## src/rtl/daq_pkg.sv

```systemverilog
// daq_pkg: shared constants, ADC defaults and reader state encoding for the DAQ path
package daq_pkg;
  localparam logic HI = 1'b1;
  localparam logic LO = 1'b0;
  localparam int ADC_CHANNELS = 8;
  localparam int ADC_WIDTH = 16;
  typedef enum logic [2:0] {
    S_IDLE    = 3'd0,
    S_RD_LOW  = 3'd1,
    S_PUSH    = 3'd2,
    S_RD_HIGH = 3'd3,
    S_DONE    = 3'd4
  } state_t;
  function automatic int idx_width(input int n);
    return (n > 1) ? $clog2(n) : 1;
  endfunction
endpackage

```

## src/rtl/daqsyncedge.sv

```systemverilog
// daqsyncedge: 2-flop synchronizer, history flop and registered falling-edge pulse
module daqsyncedge (
  input  logic clk_i,
  input  logic reset_n_i,
  input  logic async_i,
  output logic fall_o
);
  logic [2:0] r_sh;
  // r_sh[0]/r_sh[1] synchronize, r_sh[2] holds the previous synchronized level; reset low so a line already low never fakes an edge
  always_ff @(posedge clk_i or negedge reset_n_i) begin
    if (!reset_n_i) begin
      r_sh   <= 3'b000;
      fall_o <= 1'b0;
    end else begin
      r_sh   <= {r_sh[1:0], async_i};
      fall_o <= r_sh[2] & ~r_sh[1];
    end
  end
endmodule

```

## src/rtl/daqadcreader.sv

```systemverilog
// daqadcreader: reads NUM_CHANNELS ADC results per BUSY fall and streams them out over valid/ready
module daqadcreader
  import daq_pkg::*;
#(
  parameter int NUM_CHANNELS   = ADC_CHANNELS,
  parameter int DATA_WIDTH     = ADC_WIDTH,
  parameter int RD_LOW_CYCLES  = 2,
  parameter int RD_HIGH_CYCLES = 2
) (
  input  logic                                clk_i,
  input  logic                                reset_n_i,
  input  logic                                en_i,
  input  logic                                busy_i,
  input  logic [DATA_WIDTH-1:0]               adc_db_i,
  output logic                                cs_n_o,
  output logic                                rd_n_o,
  output logic [DATA_WIDTH-1:0]               sample_o,
  output logic [idx_width(NUM_CHANNELS)-1:0]  chan_o,
  output logic                                valid_o,
  input  logic                                ready_i,
  output logic                                frame_done_o,
  output logic                                overrun_o
);
  localparam int CW   = idx_width(NUM_CHANNELS);
  localparam int MAXC = (RD_LOW_CYCLES > RD_HIGH_CYCLES) ? RD_LOW_CYCLES : RD_HIGH_CYCLES;
  localparam int KW   = $clog2(MAXC + 1);
  localparam logic [KW-1:0] LOW_LAST  = KW'(RD_LOW_CYCLES - 1);
  localparam logic [KW-1:0] HIGH_LAST = KW'(RD_HIGH_CYCLES - 1);
  localparam logic [CW-1:0] CH_LAST   = CW'(NUM_CHANNELS - 1);

  state_t                r_state, w_nxt;
  logic [KW-1:0]         r_cnt, w_cnt;
  logic [CW-1:0]         r_chan, w_chan;
  logic [DATA_WIDTH-1:0] r_sample, w_sample;
  logic                  w_fall, w_overrun;

  daqsyncedge u_busy_edge (
    .clk_i     (clk_i),
    .reset_n_i (reset_n_i),
    .async_i   (busy_i),
    .fall_o    (w_fall)
  );

  assign sample_o = r_sample;
  assign chan_o   = r_chan;

  // next state, counters and captured data; disable wins over everything and returns to reset values
  always_comb begin
    w_nxt     = r_state;
    w_cnt     = r_cnt;
    w_chan    = r_chan;
    w_sample  = r_sample;
    w_overrun = en_i & w_fall & (r_state != S_IDLE);
    if (!en_i) begin
      w_nxt    = S_IDLE;
      w_cnt    = '0;
      w_chan   = '0;
      w_sample = '0;
    end else begin
      case (r_state)
        S_IDLE: begin
          if (w_fall) begin
            w_nxt  = S_RD_LOW;
            w_cnt  = '0;
            w_chan = '0;
          end
        end
        S_RD_LOW: begin
          if (r_cnt == LOW_LAST) begin
            w_nxt    = S_PUSH;
            w_cnt    = '0;
            w_sample = adc_db_i;
          end else begin
            w_cnt = r_cnt + KW'(1);
          end
        end
        S_PUSH: begin
          if (ready_i) w_nxt = S_RD_HIGH;
        end
        S_RD_HIGH: begin
          if (r_cnt == HIGH_LAST) begin
            w_cnt  = '0;
            w_nxt  = (r_chan == CH_LAST) ? S_DONE : S_RD_LOW;
            w_chan = (r_chan == CH_LAST) ? r_chan : r_chan + CW'(1);
          end else begin
            w_cnt = r_cnt + KW'(1);
          end
        end
        S_DONE:  w_nxt = S_IDLE;
        default: w_nxt = S_IDLE;
      endcase
    end
  end

  // state register with outputs decoded from the next state so every output comes straight from a flop
  always_ff @(posedge clk_i or negedge reset_n_i) begin
    if (!reset_n_i) begin
      r_state      <= S_IDLE;
      r_cnt        <= '0;
      r_chan       <= '0;
      r_sample     <= '0;
      cs_n_o       <= HI;
      rd_n_o       <= HI;
      valid_o      <= LO;
      frame_done_o <= LO;
      overrun_o    <= LO;
    end else begin
      r_state      <= w_nxt;
      r_cnt        <= w_cnt;
      r_chan       <= w_chan;
      r_sample     <= w_sample;
      cs_n_o       <= (w_nxt == S_RD_LOW || w_nxt == S_PUSH || w_nxt == S_RD_HIGH) ? LO : HI;
      rd_n_o       <= (w_nxt == S_RD_LOW) ? LO : HI;
      valid_o      <= (w_nxt == S_PUSH) ? HI : LO;
      frame_done_o <= (w_nxt == S_DONE) ? HI : LO;
      overrun_o    <= w_overrun;
    end
  end
endmodule

```

## config.mk

```make
export PLATFORM = sky130hd
export DESIGN_NAME = daqadcreader
export DESIGN_NICKNAME = d
export VERILOG_FILES = /design/src/rtl/daq_pkg.sv /design/src/rtl/daqsyncedge.sv /design/src/rtl/daqadcreader.sv
export SDC_FILE = /design/constraint.sdc
export NUM_CORES = 1
export LEC_CHECK = 0
export ABC_AREA = 0
export CORE_MARGIN = 2
export CORE_UTILIZATION = 46
export DETAILED_ROUTE_END_ITERATION = 8
export GPL_TIMING_DRIVEN = 0
export PLACE_DENSITY = 0.88
export SYNTH_ARGS = -nofsm -noshare
export SYNTH_HDL_FRONTEND = slang
export SYNTH_HIERARCHICAL = 1
export SYNTH_SLANG_ARGS = --single-unit
export TNS_END_PERCENT = 30
```

## constraint.sdc

```tcl
create_clock -name clk_i -period 1.85 [get_ports clk_i]
set_clock_uncertainty 0.1 [all_clocks]
set_input_delay 0.185 -clock clk_i [delete_from_list [all_inputs] [get_ports clk_i]]
set_output_delay 0.185 -clock clk_i [all_outputs]
set_load 0.02 [all_outputs]
```

* Word level (Yosys, flattened, before mapping)
Cells that the tools add are included.
** Word-level totals
- Bits in registers :: 33
- Input port bits :: 21
- RAM bits :: 0
- ROM bits :: 0
- Bits in latches :: 0
- Memories :: 0
- Word-level logic and storage cells :: 64
- Output and inout bits :: 24
** Cells by class
- Shift-type cells :: 0
- Divide/modulo/power cells :: 0
- Reductions and logical operators :: 8
- Bitwise logic cells :: 4
- Muxes and demuxes :: 23
- Equality and inequality tests :: 16
- $mul :: 0
- $lt $le $gt $ge :: 0
- Add/sub/neg operators :: 2
** Operator list (count)
- 16-bit 2-to-1 mux :: 3
- 3-bit 2-to-1 mux :: 10
- 3-bit by 2-bit equality test with 1-bit output (second input constant) :: 4
- 3-bit case mux with 4 select lines :: 1
- 3-bit by 1-bit equality test with 1-bit output (second input constant) :: 2
- 3-bit equality test (second input constant) :: 2
- 2-bit 2-to-1 mux :: 3
- 3-bit by 2-bit inequality test with 1-bit output (second input constant) :: 2
- 3-bit inequality test (second input constant) :: 2
- 3-bit case mux with 2 select lines :: 1
- 1-bit 2-to-1 mux :: 4
- 2-bit by 1-bit inequality test with 1-bit output (second input constant) :: 2
- 2-bit case mux with 2 select lines :: 1
- 2-bit AND reduction :: 2
- 4-bit AND reduction :: 1
- 3-bit by 1-bit adder with 3-bit output (second input constant) :: 1
- 1-bit bitwise AND :: 3
- 3-bit logical NOT :: 1
- 3-bit by 1-bit inequality test with 1-bit output (second input constant) :: 1
- 3-bit nonzero test :: 1
- 2-bit by 1-bit adder with 2-bit output (second input constant) :: 1
- 2-bit by 1-bit equality test with 1-bit output (second input constant) :: 1
- 1-bit logical OR :: 2
- 2-bit OR reduction :: 1
- 1-bit inverter :: 1

* Logic depth before layout (Yosys ltp)
Gate-level depths: netlist (run 1).
- Word-level depth :: 9
- Gate-level depth with buffers :: 6
- Mapped depth without buffers :: 5

* Modules after synthesis
The synthesis (run 1) kept the hierarchy.
** Modules (own cells, without submodules)
- daqadcreader :: sequential area each 728.2 um2, area an instance 1397.6 um2, cells each 134, instances 1
- daqsyncedge :: sequential area each 100.1 um2, area an instance 113.9 um2, cells each 5, instances 1

* Worst setup path after synthesis (run 1)
No wires, ideal clock.
- Path type :: reg2reg
- From :: register r_chan[0] (netlist: chan_o[0])
- To :: register r_chan[1] (netlist: chan_o[1])
- Data required time :: 1.624 ns
- Period minus slack after synthesis :: 1.680 ns
- Setup slack :: 0.170 ns
- Buffers on the path :: 0
- Setup time :: 0.126 ns
- Arrival :: 1.453 ns
- Cell stages (with the launch flop) :: 6
- Cell sequence :: dfrtp_1 -> ha_1 -> ha_1 -> or3_4 -> nand2_1 -> o22ai_1
** Between the ends
- Longest elaborated chain between the ends :: 5
- Elaborated cells on any way between the ends :: 8
- Classes of those cells :: add/sub: 1; eq/ne: 2; mux: 4; reduce/logical: 1
** Ends and longest elaborated chain
- start: declaration :: line daqadcreader.sv:33 : logic [CW-1:0] r_chan, w_chan;
- start signal: assignment :: line daqadcreader.sv:110 : r_chan <= w_chan;
- 3-bit by 1-bit adder with 3-bit output :: line daqadcreader.sv:84 : w_chan = (r_chan == CH_LAST) ? r_chan : r_chan + CW'(1);
- 3-bit 2-to-1 mux :: line daqadcreader.sv:84
- 3-bit 2-to-1 mux :: line daqadcreader.sv:81 : if (r_cnt == HIGH_LAST) begin
- 3-bit case mux with 2 select lines :: line daqadcreader.sv:60 : case (r_state)
- 3-bit 2-to-1 mux :: line daqadcreader.sv:54 : if (!en_i) begin
Parallel ways exist; a longest one is shown, timed or not. The select of a mux whose other input is x is not followed.
A chain may end at the register's enable or synchronous reset.

* Final worst setup path (run 1)
- From :: register rd_n_o
- To :: output port rd_n_o
** RTL lines
- start: declaration :: line daqadcreader.sv:16 : output logic rd_n_o,
- start signal: assignment :: line daqadcreader.sv:113 : rd_n_o <= (w_nxt == S_RD_LOW) ? LO : HI;
No word-level cell between the ends.

==> impl_results.md, run 1 <==
- Status: completed
- Synth Warn #: 6
- Largest net degree at the start of global routing: 34
- 1st-pass router iterations: 4
- Share of cells above drive strength 1: 17.80%
- Remaining global-route overflow: 0
- Max-cap violations: 0
- Worst R2R End: chan_o[1]$_DFFE_PN0P_
- Post-synth ARST share: 100.0%
- Cell variety after synth: 33
- DR WL/cell: 13.81 um
- Pre-CTS setup slack: -0.1688 ns
- Detailed-route wire length: 3246 um
- Worst setup endpoint: rd_n_o
- Worst IR drop on VDD: 405.4 uV
- Design Power: 1376 uW
- Initial Utilization: 49.11%
- Commonest cells in the netlist: 41 x nand2_1, 31 x dfrtp_1, 10 x a21boi_2, 7 x a21boi_0, 6 x a21oi_1
- Highest net fanout along the worst path: 1
- Area grow syn2layout: 37.09%
- Post-DP Area: 0.001997 mm^2
- Top Ports: 45
- Flops & latches, synth: 33
- Synth area leaders: dfrtp_1 51%, nand2_1 10%, a21boi_2 7.5%, a21boi_0 3.5%, dfstp_2 3.5%
- Crit-path cells: clkdlybuf4s50_1
- Vias post-DR: 1182
- Syn Nets: 162
- Launching element of the worst setup path: rd_n_o$_DFF_PN1_
- Detail Placement HPWL: 2391 um
- Crit path largest cell delay: 0.60 ns
- Final design area excluding fillers: 0.002072 mm^2
- Sequential power share: 54.8%
- Final worst path period share: 94.06%
- Post-synth EDFFs: 0
- Die Area: 0.003760 mm^2
- Die X: 61.32 um
- Bufs on Longest Clock Path: 2
- Global Route Usage Sum: 19.84%
- Clk slew on worst S/H paths: 0.09 ns
- Core area: 0.003078 mm^2
- Setup-failing EPs final: 0
- CTS buffer count: 5
- Post-Syn Instances: 139
- Antenna cells: 0
- Port Buf Inserts: 43
- Clk Latency, worst-skew pair: 0.33 ns
- Hold Startpoint: en_i
- Vias in the first global route: 1164
- Critical path class: reg2out
- Rel. slew slack: 52.71%
- Slew Viols, Final: 0
- Final worst slack: 0.1099 ns
- First-pass GRT wire length: 5257 um
- Crit path launch type: flip-flop
- Buf+Inv Stages, Crit Path: 1
- Kind of cell adding the most delay to the critical path: buffers and inverters
- CTS tree: done
- FP Rows: 20
- Internal Power: 1048 uW
- Worst Tran Pin Value: 0.7094 ns
- Most common cell in the synthesized netlist: nand2_1
- Net Sw Power: 327.3 uW
- Antenna-violating nets left: 0
- Hold Crit Class: in2reg
- Final net count: 213
- Residual DRC count: 0
- Logic pwr share: 11.9%
- Synth Area per Inst: 10.87 um^2
- Sw Share: 23.79%
- Final hold vios: 0
- Worst R2R Start: chan_o[0]$_DFFE_PN0P_
- Critical Path Slowest Stage Cell: clkdlybuf4s50_1
- WP data required: 1.56 ns
- Initial antenna violation count: 0
- Reg2Reg Depth: 5
- Critical Path Stages: 1
- Initial drt markers: 57
- Leak: 0.0008856 uW
- Top cell type's share of synthesized area: 51.32%
- Sequential element share of the synthesized area: 54.80%
- FMAX: 0.5747 GHz
- RSZ-0062 raised after global routing: no
- Core Util, Final: 67.32%
- Die height: 61.32 um
- Vias/cell: 5.030
- Yosys top cell by area: dfrtp_1
- Crit path DAT: 1.46 ns
- Clock power share: 33.3%
- Clock sinks: 33
- Crit path time final: 1.740 ns
- Main synth FF type: dfrtp_1
- Root Driver: clkbuf_4
- H-tree Lvls: 2
- Pwr dens: 664.0 mW/mm^2
- Synth Cell Area: 0.001511 mm^2
- R2r setup slk: 0.12 ns
- Gpl congestion: 0.8911
- CP endpoint kind: primary output
## stage by stage
stage	hold WS (ns)	instances	TNS (ns)
after global routing	0.1628	235	0
after CTS	0.1359	234	0
final	0.1577	235	0
after detailed placement	0.2378	226	-5.192
after global placement	0.2454	226	-1.944
after floorplan	-0.2106	139	0
## worst min-delay path by stage
| stage | end | slack [ns] | cells past startpoint |
|---|---|---|---|
| floorplan | chan_o[0]$_DFFE_PN0P_ | -0.21 | 0 |
| global placement | u_busy_edge/r_sh[1]$_DFF_PN0_ | 0.25 | 0 |
| detailed placement | u_busy_edge/r_sh[1]$_DFF_PN0_ | 0.24 | 0 |
| CTS | chan_o[1]$_DFFE_PN0P_ | 0.14 | 3 |
| global route | chan_o[0]$_DFFE_PN0P_ | 0.16 | 3 |
| finish | sample_o[4]$_DFFE_PN0P_ | 0.16 | 2 |
## layout make-up
cell class,instances,area [um^2]
clock inverter,1,5.005
timing repair buffer,44,435.4
clock buffer,7,65.06
sequential,33,828.3
multi-input combinational,97,618.1
inverter,1,3.754
tap,44,55.05
fill,241,1006
buffer,8,61.31
## cells by family after synthesis
kind of cell	Yosys count	share of synthesized area, %
buffers and inverters	9	4.304
AO/OA/AOI/OAI	34	18.54
adder cells (fa/ha/maj)	2	1.655
AND/OR/NAND/NOR	61	20.70
flip-flops	33	54.80
## registers in the layout, summed over array words and instances (netlist names)
| name | flops |
|---|---|
| sample_o | 16 |
| overrun_o | 1 |
| rd_n_o | 1 |
| frame_done_o | 1 |
| valid_o | 1 |
| cs_n_o | 1 |
| r_cnt | 2 |
| u_busy_edge/r_sh | 3 |
| u_busy_edge/fall_o | 1 |
| r_state | 3 |
| chan_o | 3 |
## per-layer routing
layer  wire length [um]  share of wire, %  global-route usage, %
met1               1313                40                  22.13
met5                  0                 0                      0
met4                 48               1.5                  8.075
met3                234               7.2                  6.723
met2               1649                51                  34.65
## placed cells by master, fill, tap and decap left out, drive strengths merged, types with 3 or more instances in the layout
master	Yosys	layout
clkdlybuf4s50	0	42
clkbuf	3	10
o22ai	3	3
nor3	3	3
buf	5	6
nand2b	4	4
nand2	42	42
a21boi	17	17
a21oi	6	6
dfrtp	31	31
nor2	3	3
## power groups by stage
stage / registers (uW) / clock network (uW) / logic [uW]
2_1_floorplan: 779 / 0 / 63.2
3_5_place_dp: 768 / 0 / 164
5_1_grt: 756 / 504 / 178
6_report: 754 / 459 / 163
3_3_place_gp: 767 / 0 / 159
4_1_cts: 754 / 473 / 165
## timing repair
action                                 CTS  global route
resized for setup                        0             0
hold buffers                             0             1
setup buffers                            0             0
endpoints found under the hold margin    0            31
Note: power is estimated with default switching activity, not from simulation.
==> inputs of run 2 (changes only) <==
- CELL_PAD_IN_SITES_DETAIL_PLACEMENT: default -> 1
- CELL_PAD_IN_SITES_GLOBAL_PLACEMENT: default -> 1
- CORE_UTILIZATION: 46 -> 35
- SETUP_SLACK_MARGIN: default -> 0.4
==> impl_results.md, run 2 (synthesis gave the netlist of run 1 again) <==
- Status: completed
- Internal Power: 1099 uW (+4.8%)
- Hold Crit Class: in2reg
- Top Ports: 45 (unchanged)
- Crit path largest cell delay: 0.37 ns (-0.23 ns)
- Crit path DAT: 1.71 ns (+0.25 ns)
- Design Power: 1470 uW (+6.9%)
- Slew Viols, Final: 0 (unchanged)
- Fin Hold WS: 0.1854 ns (+0.02766 ns)
- Largest net degree at the start of global routing: 34 (unchanged)
- Final net count: 226 (+6.1%)
- Rel. slew slack: 51.52% (-1.2 points)
- Max reg flops: 16 (unchanged)
- Root Driver: clkbuf_8
- Bufs on Longest Clock Path: 2 (unchanged)
- Clock power share: 35.8% (+2.5 points)
- Post-DP Area: 0.002029 mm^2 (+1.6%)
- DR WL/cell: 17.54 um (+27%)
- RSZ-0062 raised after global routing: yes
- Worst IR drop on VDD: 293.8 uV (-28%)
- Pwr dens: 638.9 mW/mm^2 (-3.8%)
- Die Area: 0.004860 mm^2 (+29%)
- Initial drt markers: 58 (+1.8%)
- Commonest non-fill, non-tap cell in the layout: clkdlybuf4s50_1
- Kind of cell adding the most delay to the critical path: simple AND/OR/NAND/NOR gates
- Area grow syn2layout: 52.24%
- Setup-failing EPs final: 0 (unchanged)
- Die height: 69.72 um (+14%)
- Share of cells above drive strength 1: 31.37% (+14 points)
- Leak: 0.001042 uW (+18%)
- TNS Setup: 0 ns (unchanged)
- Remaining global-route overflow: 0 (unchanged)
- Vias in the first global route: 1337 (+15%)
- Most frequent cells in the layout: 32 x clkdlybuf4s50_1, 30 x nand2_1, 29 x dfrtp_1, 11 x buf_4
- Core area: 0.004086 mm^2 (+33%)
- Final worst path period share: 88.04% (-6.0 points)
- First-pass GRT wire length: 6506 um (+24%)
- Buf+Inv Stages, Crit Path: 2 (+1)
- CTS tree: done
- Highest net fanout along the worst path: 6 (+5)
- Vias/cell: 5.039 (+0.19%)
- Final design area excluding fillers: 0.002301 mm^2 (+11%)
- 1st-pass router iterations: 4 (unchanged)
- Logic pwr share: 12.9% (+1.0 points)
- WP data required: 1.93 ns (+0.37 ns)
- Antenna-violating nets left: 0 (unchanged)
- Clock sinks: 33 (unchanged)
- FMAX: 0.6139 GHz (+6.8%)
- Port Buf Inserts: 43 (unchanged)
- FP Rows: 23 (+15%)
- Clk Latency, worst-skew pair: 0.29 ns (-0.04 ns)
- Sequential power share: 51.4% (-3.4 points)
- Fill count: 444 (+84%)
- Max-cap violations: 0 (unchanged)
- Detail Placement HPWL: 2866 um (+20%)
- Detailed-route wire length: 4455 um (+37%)
- Critical Path Slowest Stage Cell: dfrtp_1
- Clk slew on worst S/H paths: 0.07 ns (-0.02 ns)
- Net Sw Power: 370.8 uW (+13%)
- Residual DRC count: 0 (unchanged)
- Gpl congestion: 0.7700 (-14%)
- Vias post-DR: 1280 (+8.3%)
- Die X: 69.72 um (+14%)
- Global Route Usage Sum: 17.20% (-2.6 points)
- Final worst slack: 0.2212 ns (+0.1113 ns)
- CP endpoint kind: flip-flop
- Initial Utilization: 36.99% (-12 points)
- Antenna cells: 0 (unchanged)
- Critical path class: reg2reg
- Worst Tran Pin Value: 0.7272 ns (+0.01782 ns)
- Pre-CTS setup slack: 0.3081 ns (+0.4769 ns)
- Crit path launch type: flip-flop
- Sw Share: 25.23% (+1.4 points)
- CTS buffer count: 5 (unchanged)
- H-tree Lvls: 2 (unchanged)
- Initial antenna violation count: 0 (unchanged)
- Final hold vios: 0 (unchanged)
- Crit-path cells: buf_6 -> nand3b_4 -> nor3_4 -> buf_4 -> nand2_1 -> a21boi_0
- Crit path time final: 1.629 ns (-0.1113 ns)
-- run 2: area by class of cell --
type / count / area [um^2] / share of cell area [%]
clock buffers: 6 / 72.57 / 3.154
plain buffers: 8 / 67.56 / 2.936
clock inverters: 2 / 10.01 / 0.4350
multi-input cells: 97 / 714.4 / 31.05
repair buffers: 57 / 539.3 / 23.44
well taps: 50 / 62.56 / 2.719
flip-flops and latches: 33 / 830.8 / 36.11
inverters: 1 / 3.754 / 0.1631
-- run 2: power by group through the flow --
stage                     clock [uW]  sequential (uW)  combinational [uW]
after floorplan                    0              779                63.5
after global routing             569              757                 205
after detailed placement           0              768                 167
after global placement             0              767                 161
after CTS                        540              755                 167
final                            526              755                 189
-- run 2: per-layer routing --
metal	vias up	track usage, %	wire, um
met5	-	0	0
met4	0	5.769	61
met3	6	5.087	204
met2	41	31.30	2442
met1	637	19.07	1747
li1	596	-	-
-- run 2: path summary, 6_finish.rpt --
check                                               from                       endpoint  slack, ns  depth (start not counted)
max                                 r_state[0]$_DFF_PN0_        sample_o[6]$_DFFE_PN0P_       0.22                          6
min                                                 en_i        sample_o[5]$_DFFE_PN0P_       0.19                          2
max reg2reg                         r_state[0]$_DFF_PN0_        sample_o[6]$_DFFE_PN0P_       0.22                          6
min reg2reg                u_busy_edge/r_sh[0]$_DFF_PN0_  u_busy_edge/r_sh[1]$_DFF_PN0_       0.26                          0
max in group asynchronous                      reset_n_i          chan_o[0]$_DFFE_PN0P_       0.75                          2
min in group asynchronous                      reset_n_i        sample_o[0]$_DFFE_PN0P_       0.39                          2
-- run 2: worst reg2reg max path, delay by kind of cell, from the launching register on --
family,cells,cell delay (ns)
AO/OA/AOI/OAI,1,0.26
buffers and inverters,2,0.32
flip-flops,1,0.37
AND/OR/NAND/NOR,3,0.46
-- run 2: per-stage QoR --
stage / cells / utilization, %
after global placement: 232 / 49.79
after CTS: 243 / 52.33
after detailed placement: 232 / 49.66
after global routing: 254 / 56.31
after floorplan: 139 / -
final: 254 / 56.31
-- run 2: repair_timing --
item                       CTS  global route
hold buffers                 1             0
setup endpoints to repair   39            40
hold endpoints to repair    31             0
cloned                       0             3
resized for setup           13            20
pin swaps                    0            16
setup buffers                2             8
==> inputs of run 3 (changes only) <==
- CAP_MARGIN: default -> 5
- SLEW_MARGIN: default -> 20
- TNS_END_PERCENT: 30 -> default
==> impl_results.md, run 3 (synthesis gave the netlist of run 1 again) <==
- Crit path DAT: 1.60 ns (-0.11 ns)
- Crit path largest cell delay: 0.43 ns (+0.06 ns)
- Slew Viols, Final: 0 (unchanged)
- Crit path launch type: flip-flop
- Antenna-violating nets left: 0 (unchanged)
- Global Route Usage Sum: 18.46% (+1.3 points)
- FMAX: 0.6538 GHz (+6.5%)
- H-tree Lvls: 2 (unchanged)
- M2 GR Usage: 35.04% (+3.7 points)
- WP data required: 1.92 ns (about the same)
- Detailed-route wire length: 4469 um (+0.31%)
- Met1 Use GR: 19.28% (+0.20 points)
- Critical path class: reg2reg
- 1st-pass router iterations: 4 (unchanged)
- Most frequent cells in the layout: 35 x nand2_1, 28 x dfrtp_1, 21 x dlygate4sd2_1, 18 x clkdlybuf4s50_1, 14 x a21boi_2
- Setup-failing EPs final: 0 (unchanged)
- Clk Latency, worst-skew pair: 0.29 ns (about the same)
- Final worst path period share: 82.67% (-5.4 points)
- Critical Path Slowest Stage Cell: dfrtp_2
- Core Util, Final: 57.38% (+1.1 points)
- Share of cells above drive strength 1: 34.98% (+3.6 points)
- Detail Placement HPWL: 2981 um (+4.0%)
- Reg2Reg Depth: 5 (-1)
- RSZ-0062 raised after global routing: yes
- Top cell by count, worst path: ha_4
- Final hold vios: 0 (unchanged)
- Fin Hold WS: 0.2417 ns (+0.05628 ns)
- Worst R2R End: chan_o[2]$_DFFE_PN0P_
- Area grow syn2layout: 55.13%
- Top Ports: 45 (unchanged)
- Pwr dens: 661.3 mW/mm^2 (+3.5%)
- Residual DRC count: 0 (unchanged)
- Global Route met3 Usage: 5.233% (+0.15 points)
- GRT Max-Usage Layer: met2
- DR WL/cell: 17.66 um (+0.71%)
- Vias in the first global route: 1410 (+5.5%)
- Rel. slew slack: 51.99% (+0.47 points)
- Worst IR drop on VDD: 303.2 uV (+3.2%)
- TNS Setup: 0 ns (unchanged)
- Remaining global-route overflow: 0 (unchanged)
- R2r setup slk: 0.32 ns (+0.10 ns)
- Max-cap violations: 0 (unchanged)
- Crit-path cells: ha_4 -> ha_4 -> or3_4 -> nand2_4 -> o22ai_2
- Final net count: 225 (-0.44%)
- Initial antenna violation count: 0 (unchanged)
- Port Buf Inserts: 43 (unchanged)
- Worst R2R Start: chan_o[0]$_DFFE_PN0P_
- Largest net degree at the start of global routing: 34 (unchanged)
- Initial Utilization: 36.99% (unchanged)
- Core area: 0.004086 mm^2 (unchanged)
- Status: completed
- Vias post-DR: 1275 (-0.39%)
- CTS buffer count: 5 (unchanged)
- Commonest non-fill, non-tap cell in the layout: nand2_1
- Leak: 0.001097 uW (+5.3%)
- Clk slew on worst S/H paths: 0.06 ns (about the same)
- Bufs on Longest Clock Path: 2 (unchanged)
- Initial drt markers: 46 (-21%)
- CP endpoint kind: flip-flop
- Highest net fanout along the worst path: 4 (-2)
- Die X: 69.72 um (unchanged)
- Antenna cells: 0 (unchanged)
- Hold Crit Class: in2reg
- Max reg flops: 16 (unchanged)
- Hold Startpoint: en_i
- Gpl congestion: 0.7872 (+2.2%)
- Die height: 69.72 um (unchanged)
- Worst Hold Endpoint: sample_o[4]$_DFFE_PN0P_
- Worst Tran Pin Value: 0.7201 ns (-0.007116 ns)
- Hold Crit Depth: 2 (unchanged)
- First-pass GRT wire length: 6893 um (+5.9%)
- Clock sinks: 33 (unchanged)
- Crit path time final: 1.529 ns (-0.09935 ns)
- FP Rows: 23 (unchanged)
- Vias/cell: 5.040 (about the same)
- Die Area: 0.004860 mm^2 (unchanged)
- Root Driver: clkbuf_8
- CTS tree: done
==> run 3: cell count changes in the layout (fill, tap and decap cells not counted), moves of 3 or more <==
cell	previous run	this run
nand2_1	30	35
a21boi_0	7	2
dlygate4sd2_1	10	21
clkdlybuf4s50_1	32	18
a21boi_2	10	14
nand2_2	6	3
==> run 3: layer usage <==
| metal | vias up | wire length [um] | part of all wire [%] |
|---|---|---|---|
| met5 | - | 0 | 0 |
| met4 | 0 | 66 | 1.5 |
| met3 | 7 | 200 | 4.5 |
| met2 | 37 | 2458 | 55 |
| met1 | 634 | 1744 | 39 |
| li1 | 597 | - | - |
==> run 3: per-stage QoR <==
stage,total power [uW],std cells,worst slack [ns],instance area (um^2)
3_3_place_gp,927.7,232,-0.1994,2034
2_1_floorplan,842.5,139,0.3569,1541
3_5_place_dp,937.0,232,0.2623,2029
4_1_cts,1540,246,0.3250,2213
6_report,1550,253,0.3205,2345
5_1_grt,1617,253,0.2918,2345
==> run 3: critical path: cells and delay by family, from the launching register on <==
| family | cells | cell delay, ns |
|---|---|---|
| AOI/OAI and AO/OA | 1 | 0.07 |
| adders and majority gates | 2 | 0.33 |
| DFF | 1 | 0.43 |
| and+or+nand+nor | 2 | 0.48 |
==> run 3: what timing repair did <==
item	4_1_cts	5_1_grt
resized for setup	38	25
setup buffers	5	6
pin swaps	2	10
endpoints found under the hold margin	31	0
gates cloned	0	1
hold buffers	1	0
setup endpoints to repair	38	23
==> run 3: cell type report <==
class | count | area [um^2]
timing repair buffer | 56 | 523.0
multi-input combinational | 97 | 750.7
fill | 440 | 1742
inverter | 1 | 3.754
buffer | 8 | 71.32
tap | 50 | 62.56
sequential | 33 | 832.0
clock inverter | 1 | 5.005
clock buffer | 7 | 96.34
==> run 3: where the power goes <==
part	internal, uW	leakage (uW)	switching, uW	total, uW
Clock	336	0.0000542	259	595
Combinational	103	0.000604	95.9	199
Sequential	743	0.000439	14.1	757
Total	1180	0.00110	369	1550
==> run 3: worst max path at each step <==
stage	start	end
4_1_cts	chan_o[0]$_DFFE_PN0P_	chan_o[2]$_DFFE_PN0P_
5_1_grt	chan_o[0]$_DFFE_PN0P_	chan_o[2]$_DFFE_PN0P_
2_1_floorplan	chan_o[1]$_DFFE_PN0P_	chan_o[0]$_DFFE_PN0P_
3_5_place_dp	r_state[2]$_DFF_PN0_	cs_n_o$_DFF_PN1_
6_report	chan_o[0]$_DFFE_PN0P_	chan_o[2]$_DFFE_PN0P_
3_3_place_gp	reset_n_i	chan_o[0]$_DFFE_PN0P_
